--- src/rtl/uart_tx_engine_pkg.sv ---
// Shared UART definitions: transmitter FSM states, bit timing constants,
// per-frame line settings and small helpers used by the TX engine.
package uart_tx_engine_pkg;

    typedef enum logic [2:0] {
        ST_IDLE   = 3'd0,
        ST_START  = 3'd1,
        ST_DATA   = 3'd2,
        ST_PARITY = 3'd3,
        ST_STOP   = 3'd4
    } tx_state_e;

    // 16x oversampling: every serial bit lasts this many baud ticks.
    localparam int unsigned TICKS_PER_BIT = 16;
    localparam logic [4:0]  BIT_LAST_TICK = 5'(TICKS_PER_BIT - 1);

    // Interrupt identification code reported for "THR empty".
    localparam logic [3:0]  THRE_IID = 4'b0010;

    // Line settings captured at the start of each frame.
    typedef struct packed {
        logic [1:0] dls;
        logic       stop;
        logic       pen;
        logic       eps;
    } frame_cfg_t;

    // Index of the last tick of the stop phase: 1, 1.5 or 2 stop bits.
    function automatic logic [4:0] stop_last_tick(input logic [1:0] dls, input logic stop);
        if (!stop)
            return 5'd15;
        else if (dls == 2'b00)
            return 5'd23;
        else
            return 5'd31;
    endfunction

    // Parity over the 5+dls valid data bits. Even parity (eps=1) makes the
    // total count of ones even, so the bit is the plain XOR; odd inverts it.
    function automatic logic frame_parity(input logic [7:0] data, input logic [1:0] dls,
                                          input logic eps);
        logic [7:0] mask;
        mask = 8'hFF >> (2'd3 - dls);
        return (^(data & mask)) ^ ~eps;
    endfunction

endpackage

--- src/rtl/uart_tx_engine_if.sv ---
// Register-block <-> TX engine signal bundle. The register block is the
// master (drives line/divisor/THR settings), the TX engine is the slave.
interface uart_tx_engine_if;

    logic [15:0] reg_ctrl_dllh_data;
    logic        reg_ctrl_set_dllh_vld;
    logic [1:0]  reg_ctrl_lcr_dls;
    logic        reg_ctrl_lcr_stop;
    logic        reg_ctrl_lcr_pen;
    logic        reg_ctrl_lcr_eps;
    logic        reg_ctrl_thr_vld;
    logic [7:0]  reg_ctrl_thr_data;
    logic [2:0]  reg_ctrl_ier_enable;
    logic        reg_ctrl_threint_en;

    logic        ctrl_reg_thr_read;
    logic        ctrl_reg_thsr_empty;
    logic        ctrl_reg_busy;
    logic        tx_iid_vld;
    logic [3:0]  tx_iid;

    modport master (
        output reg_ctrl_dllh_data, reg_ctrl_set_dllh_vld, reg_ctrl_lcr_dls,
               reg_ctrl_lcr_stop, reg_ctrl_lcr_pen, reg_ctrl_lcr_eps,
               reg_ctrl_thr_vld, reg_ctrl_thr_data, reg_ctrl_ier_enable,
               reg_ctrl_threint_en,
        input  ctrl_reg_thr_read, ctrl_reg_thsr_empty, ctrl_reg_busy,
               tx_iid_vld, tx_iid
    );

    modport slave (
        input  reg_ctrl_dllh_data, reg_ctrl_set_dllh_vld, reg_ctrl_lcr_dls,
               reg_ctrl_lcr_stop, reg_ctrl_lcr_pen, reg_ctrl_lcr_eps,
               reg_ctrl_thr_vld, reg_ctrl_thr_data, reg_ctrl_ier_enable,
               reg_ctrl_threint_en,
        output ctrl_reg_thr_read, ctrl_reg_thsr_empty, ctrl_reg_busy,
               tx_iid_vld, tx_iid
    );

endinterface

--- src/rtl/uart_baud_gen.sv ---
// Baud generator: counts 0..divisor-1 and emits a one-cycle 16x tick at the
// wrap. A divisor of zero stops the tick; a divisor write restarts the count.
module uart_baud_gen (
    input  logic        sys_clk,
    input  logic        rst_b,
    input  logic [15:0] divisor_i,
    input  logic        clear_i,
    output logic        tick_o
);

    logic [15:0] cnt_q, cnt_d;
    logic        tick_q, tick_d;

    // Next count and tick; '>=' lets a smaller divisor written mid-count wrap
    // on the very next cycle instead of running up to 65535.
    always_comb begin
        // NOTE: give every always_comb output a default first so no path can infer a latch.
        cnt_d  = cnt_q + 16'd1;
        tick_d = 1'b0;
        if (divisor_i == 16'd0) begin
            cnt_d = '0;
        end else if (cnt_q >= divisor_i - 16'd1) begin
            cnt_d  = '0;
            tick_d = 1'b1;
        end
        if (clear_i)
            cnt_d = '0;
    end

    // Counter and registered tick.
    always_ff @(posedge sys_clk or negedge rst_b) begin
        // NOTE: sequential state uses non-blocking '<=' so every register samples pre-edge values.
        if (!rst_b) begin
            cnt_q  <= '0;
            tick_q <= 1'b0;
        end else begin
            cnt_q  <= cnt_d;
            tick_q <= tick_d;
        end
    end

    assign tick_o = tick_q;

endmodule

--- src/rtl/uart_tx_engine.sv ---
// UART transmitter: serialises the holding-register byte as start, 5..8 data
// bits LSB first, optional parity and 1/1.5/2 stop bits, timed by 16x ticks.
module uart_tx_engine
    import uart_tx_engine_pkg::*;
(
    input  logic            sys_clk,
    input  logic            rst_b,
    uart_tx_engine_if.slave reg_if,
    output logic            baud_tick16,
    output logic            uart_txd
);

    tx_state_e  state_q;
    logic [4:0] tick_cnt_q;
    logic [2:0] bit_cnt_q;
    logic [7:0] shift_q;
    frame_cfg_t cfg_q;
    logic       parity_q;
    logic       txd_q;
    logic       thr_read_q;

    logic       div_nz;
    logic       bit_done;
    logic       stop_done;
    logic [2:0] last_bit;
    logic       start_frame;
    logic [1:0] unused_ier;

    uart_baud_gen u_baud_gen (
        .sys_clk   (sys_clk),
        .rst_b     (rst_b),
        .divisor_i (reg_if.reg_ctrl_dllh_data),
        .clear_i   (reg_if.reg_ctrl_set_dllh_vld),
        .tick_o    (baud_tick16)
    );

    // Bit-phase decode; a new frame may start from IDLE or straight out of STOP.
    always_comb begin
        div_nz      = |reg_if.reg_ctrl_dllh_data;
        bit_done    = baud_tick16 && (tick_cnt_q == BIT_LAST_TICK);
        stop_done   = baud_tick16 && (tick_cnt_q == stop_last_tick(cfg_q.dls, cfg_q.stop));
        last_bit    = 3'd4 + {1'b0, cfg_q.dls};
        start_frame = reg_if.reg_ctrl_thr_vld && div_nz &&
                      ((state_q == ST_IDLE) || ((state_q == ST_STOP) && stop_done));
    end

    // Transmit FSM with registered line output and THR-consumed pulse.
    always_ff @(posedge sys_clk or negedge rst_b) begin
        if (!rst_b) begin
            state_q    <= ST_IDLE;
            tick_cnt_q <= '0;
            bit_cnt_q  <= '0;
            shift_q    <= '0;
            cfg_q      <= '0;
            parity_q   <= 1'b0;
            txd_q      <= 1'b1;
            thr_read_q <= 1'b0;
        end else begin
            thr_read_q <= 1'b0;
            if (start_frame) begin
                state_q    <= ST_START;
                txd_q      <= 1'b0;
                thr_read_q <= 1'b1;
                shift_q    <= reg_if.reg_ctrl_thr_data;
                cfg_q      <= '{dls:  reg_if.reg_ctrl_lcr_dls,
                                stop: reg_if.reg_ctrl_lcr_stop,
                                pen:  reg_if.reg_ctrl_lcr_pen,
                                eps:  reg_if.reg_ctrl_lcr_eps};
                parity_q   <= frame_parity(reg_if.reg_ctrl_thr_data,
                                           reg_if.reg_ctrl_lcr_dls,
                                           reg_if.reg_ctrl_lcr_eps);
                tick_cnt_q <= '0;
                bit_cnt_q  <= '0;
            end else if (baud_tick16) begin
                tick_cnt_q <= tick_cnt_q + 5'd1;
                case (state_q)
                    ST_IDLE: begin
                        tick_cnt_q <= '0;
                    end
                    ST_START: begin
                        if (bit_done) begin
                            state_q    <= ST_DATA;
                            tick_cnt_q <= '0;
                            txd_q      <= shift_q[0];
                        end
                    end
                    ST_DATA: begin
                        if (bit_done) begin
                            tick_cnt_q <= '0;
                            shift_q    <= shift_q >> 1;
                            if (bit_cnt_q == last_bit) begin
                                state_q <= cfg_q.pen ? ST_PARITY : ST_STOP;
                                txd_q   <= cfg_q.pen ? parity_q : 1'b1;
                            end else begin
                                bit_cnt_q <= bit_cnt_q + 3'd1;
                                txd_q     <= shift_q[1];
                            end
                        end
                    end
                    ST_PARITY: begin
                        if (bit_done) begin
                            state_q    <= ST_STOP;
                            tick_cnt_q <= '0;
                            txd_q      <= 1'b1;
                        end
                    end
                    ST_STOP: begin
                        if (stop_done) begin
                            state_q    <= ST_IDLE;
                            tick_cnt_q <= '0;
                        end
                    end
                    default: begin
                        state_q    <= ST_IDLE;
                        tick_cnt_q <= '0;
                        txd_q      <= 1'b1;
                    end
                endcase
            end
        end
    end

    assign uart_txd                   = txd_q;
    assign reg_if.ctrl_reg_thr_read   = thr_read_q;
    assign reg_if.ctrl_reg_busy       = (state_q != ST_IDLE);
    assign reg_if.ctrl_reg_thsr_empty = (state_q == ST_IDLE);
    assign reg_if.tx_iid              = THRE_IID;
    // Both THRE causes in one cycle merge into a single pulse.
    assign reg_if.tx_iid_vld          = reg_if.reg_ctrl_ier_enable[1] &
                                        (thr_read_q | (reg_if.reg_ctrl_threint_en &
                                                       ~reg_if.reg_ctrl_thr_vld));
    assign unused_ier                 = {reg_if.reg_ctrl_ier_enable[2],
                                         reg_if.reg_ctrl_ier_enable[0]};

endmodule

--- src/flat_wrapper.sv ---
// flat-port wrapper written by rule: the top's interface ports become plain ports
module uart_tx_engine_flat import uart_tx_engine_pkg::*;
  (sys_clk, rst_b, baud_tick16, uart_txd, reg_if_reg_ctrl_dllh_data, reg_if_reg_ctrl_set_dllh_vld, reg_if_reg_ctrl_lcr_dls, reg_if_reg_ctrl_lcr_stop, reg_if_reg_ctrl_lcr_pen, reg_if_reg_ctrl_lcr_eps, reg_if_reg_ctrl_thr_vld, reg_if_reg_ctrl_thr_data, reg_if_reg_ctrl_ier_enable, reg_if_reg_ctrl_threint_en, reg_if_ctrl_reg_thr_read, reg_if_ctrl_reg_thsr_empty, reg_if_ctrl_reg_busy, reg_if_tx_iid_vld, reg_if_tx_iid);
  uart_tx_engine_if reg_if_i ();
  input  logic sys_clk;
  input  logic rst_b;
  output logic baud_tick16;
  output logic uart_txd;
  input wire logic [$bits(reg_if_i.reg_ctrl_dllh_data)-1:0] reg_if_reg_ctrl_dllh_data;
  input wire logic [$bits(reg_if_i.reg_ctrl_set_dllh_vld)-1:0] reg_if_reg_ctrl_set_dllh_vld;
  input wire logic [$bits(reg_if_i.reg_ctrl_lcr_dls)-1:0] reg_if_reg_ctrl_lcr_dls;
  input wire logic [$bits(reg_if_i.reg_ctrl_lcr_stop)-1:0] reg_if_reg_ctrl_lcr_stop;
  input wire logic [$bits(reg_if_i.reg_ctrl_lcr_pen)-1:0] reg_if_reg_ctrl_lcr_pen;
  input wire logic [$bits(reg_if_i.reg_ctrl_lcr_eps)-1:0] reg_if_reg_ctrl_lcr_eps;
  input wire logic [$bits(reg_if_i.reg_ctrl_thr_vld)-1:0] reg_if_reg_ctrl_thr_vld;
  input wire logic [$bits(reg_if_i.reg_ctrl_thr_data)-1:0] reg_if_reg_ctrl_thr_data;
  input wire logic [$bits(reg_if_i.reg_ctrl_ier_enable)-1:0] reg_if_reg_ctrl_ier_enable;
  input wire logic [$bits(reg_if_i.reg_ctrl_threint_en)-1:0] reg_if_reg_ctrl_threint_en;
  output wire logic [$bits(reg_if_i.ctrl_reg_thr_read)-1:0] reg_if_ctrl_reg_thr_read;
  output wire logic [$bits(reg_if_i.ctrl_reg_thsr_empty)-1:0] reg_if_ctrl_reg_thsr_empty;
  output wire logic [$bits(reg_if_i.ctrl_reg_busy)-1:0] reg_if_ctrl_reg_busy;
  output wire logic [$bits(reg_if_i.tx_iid_vld)-1:0] reg_if_tx_iid_vld;
  output wire logic [$bits(reg_if_i.tx_iid)-1:0] reg_if_tx_iid;
  assign reg_if_i.reg_ctrl_dllh_data = reg_if_reg_ctrl_dllh_data;
  assign reg_if_i.reg_ctrl_set_dllh_vld = reg_if_reg_ctrl_set_dllh_vld;
  assign reg_if_i.reg_ctrl_lcr_dls = reg_if_reg_ctrl_lcr_dls;
  assign reg_if_i.reg_ctrl_lcr_stop = reg_if_reg_ctrl_lcr_stop;
  assign reg_if_i.reg_ctrl_lcr_pen = reg_if_reg_ctrl_lcr_pen;
  assign reg_if_i.reg_ctrl_lcr_eps = reg_if_reg_ctrl_lcr_eps;
  assign reg_if_i.reg_ctrl_thr_vld = reg_if_reg_ctrl_thr_vld;
  assign reg_if_i.reg_ctrl_thr_data = reg_if_reg_ctrl_thr_data;
  assign reg_if_i.reg_ctrl_ier_enable = reg_if_reg_ctrl_ier_enable;
  assign reg_if_i.reg_ctrl_threint_en = reg_if_reg_ctrl_threint_en;
  assign reg_if_ctrl_reg_thr_read = reg_if_i.ctrl_reg_thr_read;
  assign reg_if_ctrl_reg_thsr_empty = reg_if_i.ctrl_reg_thsr_empty;
  assign reg_if_ctrl_reg_busy = reg_if_i.ctrl_reg_busy;
  assign reg_if_tx_iid_vld = reg_if_i.tx_iid_vld;
  assign reg_if_tx_iid = reg_if_i.tx_iid;
  uart_tx_engine u_core (.sys_clk(sys_clk), .rst_b(rst_b), .reg_if(reg_if_i), .baud_tick16(baud_tick16), .uart_txd(uart_txd));
endmodule
--- config.mk ---
export PLATFORM = sky130hd
export DESIGN_NAME = uart_tx_engine_flat
export DESIGN_NICKNAME = d
export VERILOG_FILES = /design/src/rtl/uart_tx_engine_pkg.sv /design/src/rtl/uart_tx_engine_if.sv /design/src/rtl/uart_baud_gen.sv /design/src/rtl/uart_tx_engine.sv /design/src/flat_wrapper.sv
export SDC_FILE = /design/constraint.sdc
export NUM_CORES = 1
export LEC_CHECK = 0
export ABC_AREA = 1
export CAP_MARGIN = 20
export CORE_ASPECT_RATIO = 2
export CORE_MARGIN = 2
export CORE_UTILIZATION = 42
export DETAILED_ROUTE_END_ITERATION = 8
export HOLD_SLACK_MARGIN = 0.08
export SYNTH_ARGS = -nofsm -noshare
export SYNTH_HDL_FRONTEND = slang
export SYNTH_HIERARCHICAL = 1
export SYNTH_SLANG_ARGS = --single-unit
--- constraint.sdc ---
create_clock -name sys_clk -period 4.5 [get_ports sys_clk]
set_input_delay 1.125 -clock sys_clk [delete_from_list [all_inputs] [get_ports sys_clk]]
set_output_delay 1.125 -clock sys_clk [all_outputs]
set_load 0.01 [all_outputs]
==> metrics <==
status=finished clean; Mapped Cells=~460; Switching Share=0.341; number of I/O port buffers=40; Die Wd=67.1 µm; Final Skew=0.00453 ns; setup TNS=0 ns; post-synthesis average cell area=7.25 µm²; Sink Count=43; Hold Crit Class=reg -> reg; leakage=1.97 nW; Clk Latency, worst-skew pair=approximately 0.28 ns; worst hold margin=0.492 ns; Synth async-reset ratio=1.00; filler cell count=~830; Max-slew headroom=0.539; Worst Setup End Kind=register; final worst-path cycle share=0.757; fmax=294 MHz; Cell Pwr Density=350 mW/mm²; critical path's largest stage delay=between 0.4 and 0.5 ns; ys flop type=dfrtp_1; Core ar.=0.00783 mm²; Post-Synth XOR/XNOR Area=0.0942; Seq pwr share=0.367; critical path type=in -> reg; Clock Power Share=0.292; Worst R2R Start=u_core/tick_cnt_q[1]$_DFFE_PN0P_; mapped cell area=between 0.003 and 0.004 mm²; ratio of cells with drive above 1 in the final layout=0.117; post-DP HPWL=5040 µm; Slowest cell on crit path=clkdlybuf4s50_1; CTS tree=built; cells on worst reg2reg path=11; total wire length=6420 µm; endpoints failing setup=0; RePlAce Congestion=0.800; Vias=around 2800; initial DRC count=approximately 150; Adder-Cell Fraction of Synth Area=0.0785; Comb pwr share=0.341; Pins Over Slew Limit=0; clock root buffer=clkbuf_16; sequential area share after synthesis=0.322; Clk pin slew, worst setup/hold paths=0.06 ns; DRC=0; vias in the first global route=roughly 2600; Cell variety after synth=36; Vias/cell=4.68; Syn. warnings=6; crit-path cells=clkdlybuf4s50_1, inv_1, ha_1, nand2_2, nor3_2, nand3_1, xor2_1, inv_1, ha_1, nand2_1, o21ai_1, a21oi_1, nand3_4, nor2_1; CTS buffer count=5; CP Max Fanout=16; cell internal pwr=919 µW; drt pass-1 iters=4; Final Hold Fails=0; Post-CTS Setup Bufs=0; # IOs=47; Tmin final=3.41 ns; first-pass GRT wire length=11600 µm; Starting Density=0.428; All-Layer GR Usage=0.168; Nets=approximately 560; Switch Pwr=approximately 480 µW; Max clock buf depth=2; Simple-Gate Fraction of Synth Area=0.336; worst r2r dst=u_core/shift_q[1]$_DFFE_PN0P_; Die Y=130 µm; initial antenna violation count=0; Die Area=0.00875 mm²; post-synthesis compound-gate area fraction=0.0650; EDFF count, synth=0; CTS H-Tree Depth=2; Detail Route Antenna Nets=0; Synth-to-Final Area Change=18.9%; cell taking the most area after synthesis=dfrtp_1; Max Cap Viol=0; Worst Setup SP=reg_if_reg_ctrl_dllh_data[0]; top cell type's share of synthesized area=0.314; worst vdd ir=around 0.00032 V; antenna cells=0; Rows=46; RSZ-0062 raised after global routing=false; startpoint types=primary input; Req. time, crit path=4.70 ns; Synth Register Bits=43; largest cells by area after synthesis=dfrtp_1, nand2_1, ha_1; mux share of post-synthesis cell area=0; Worst Path Arrival=about 3.6 ns; Routed WL per cell=10.7 µm; total grt overflow=0; largest family of logic cells by synthesized area=simple AND/OR/NAND/NOR gates; worst slew pin tran=0.689 ns; CTS Hold Bufs=0; post_cts resized=0; CP endpoint=u_core/u_baud_gen/cnt_q[0]$_DFF_PN0_; largest net degree at the start of global routing=44; Worst R2R Setup Slack=between 2 and 2.5 ns
==> cell usage after synthesis (all sizes together) (7+ instances only) <==
library cell	n
a21oi	12
o21ai	17
ha	21
nand2	127
xnor2	12
inv	69
nand3	39
buf	9
nor2	64
xor2	24
dfrtp	42
nand4	7
==> kinds of logic (layout without fill, tap and decap cells) <==
group,count (synthesis),after routing
buf+inv,79,119
fa+ha+maj,21,21
compound gates,34,34
xor+xnor,36,36
flops,43,43
simple gates,247,247
other cells,2,4
==> state kept, by name (all words and copies together) (netlist names) <==
name / flops
u_core/state_q: 3
u_core/uart_txd: 1
u_core/u_baud_gen/cnt_q: 16
u_core/cfg_q: 4
u_core/u_baud_gen/tick_o: 1
u_core/tick_cnt_q: 5
u_core/parity_q: 1
u_core/bit_cnt_q: 3
u_core/shift_q: 8
u_core/reg_if.ctrl_reg_thr_read: 1
==> cell type report <==
class	instances	area [µm²]	area share
clock buffer	5	125	0.0314
clock inverter	3	43.8	0.0110
inverter	70	263	0.0660
multi-input combinational	342	1940	0.486
sequential	43	1080	0.271
tap	96	120	0.0302
timing repair buffer	41	415	0.104
==> critical path, delay by kind of cell <==
| kind | cells | cell delay [ns] |
|---|---|---|
| and+or+nand+nor | 6 | 0.98 |
| AOI/OAI and AO/OA | 2 | 0.33 |
| adders and majority gates | 2 | 0.46 |
| buffers and inverters | 3 | 0.57 |
| xor gates and xnor gates | 1 | 0.14 |
==> per-stage QoR <==
step                      utilization  power [mW]  cell area (µm²)  cells  setup slack [ns]
final                           0.509        1.39             3980    600              1.09
after global routing            0.509        1.51             3980    600             0.753
after CTS                       0.506        1.42             3960    599              1.05
after detailed placement        0.484       0.999             3790    591             0.766
after global placement          0.484       0.993             3790    591             0.808
after floorplan                     -       0.866             3360    464              1.45
==> placed cells by master (no fill, tap or decap), drive strengths merged <==
| master | Yosys | final |
|---|---|---|
| clkbuf | 0 | 5 |
| or3 | 1 | 1 |
| nor3 | 6 | 6 |
| nand2 | 127 | 127 |
| nand3 | 39 | 39 |
| ha | 21 | 21 |
| nand3b | 1 | 1 |
| nand4 | 7 | 7 |
| xor2 | 24 | 24 |
| a211oi | 1 | 1 |
| conb | 2 | 4 |
| buf | 9 | 2 |
| clkdlybuf4s50 | 0 | 39 |
| nor2 | 64 | 64 |
| clkinv | 1 | 3 |
| a21boi | 1 | 1 |
| dfstp | 1 | 1 |
| or2 | 1 | 1 |
| nor3b | 1 | 1 |
| bufinv | 0 | 1 |
| o21a | 1 | 1 |
| o21ai | 17 | 17 |
| o22ai | 2 | 2 |
| xnor2 | 12 | 12 |
| inv | 69 | 69 |
| a21oi | 12 | 12 |
| dfrtp | 42 | 42 |
==> layer usage <==
layer / GRT usage / wire (µm) / share of wire / vias up
li1: - / - / - / 1522
met1: 0.227 / 3030 / 0.47 / 1237
met2: 0.280 / 3120 / 0.49 / 39
met3: 0.0241 / 179 / 0.028 / 7
met4: 0.0432 / 85 / 0.013 / 0
met5: 0 / 0 / 0 / -
==> power by group through the flow <==
stage,clock network (mW),registers [mW],logic (mW)
floorplan,0,0.509,0.356
global placement,0,0.517,0.476
detailed placement,0,0.518,0.481
CTS,0.421,0.512,0.484
global route,0.439,0.522,0.550
finish,0.408,0.511,0.476
==> worst min path at each step <==
stage                                         start  cells past startpoint                                    to
2_1_floorplan         u_core/state_q[1]$_DFFE_PN0P_                      2         u_core/state_q[1]$_DFFE_PN0P_
3_3_place_gp          u_core/state_q[1]$_DFFE_PN0P_                      2         u_core/state_q[1]$_DFFE_PN0P_
3_5_place_dp          u_core/state_q[1]$_DFFE_PN0P_                      2         u_core/state_q[1]$_DFFE_PN0P_
4_1_cts               u_core/state_q[1]$_DFFE_PN0P_                      2         u_core/state_q[1]$_DFFE_PN0P_
5_1_grt                 u_core/parity_q$_DFFE_PN0N_                      2           u_core/parity_q$_DFFE_PN0N_
6_report       u_core/u_baud_gen/cnt_q[0]$_DFF_PN0_                      1  u_core/u_baud_gen/cnt_q[0]$_DFF_PN0_
Power figures use the tool's default switching activity.
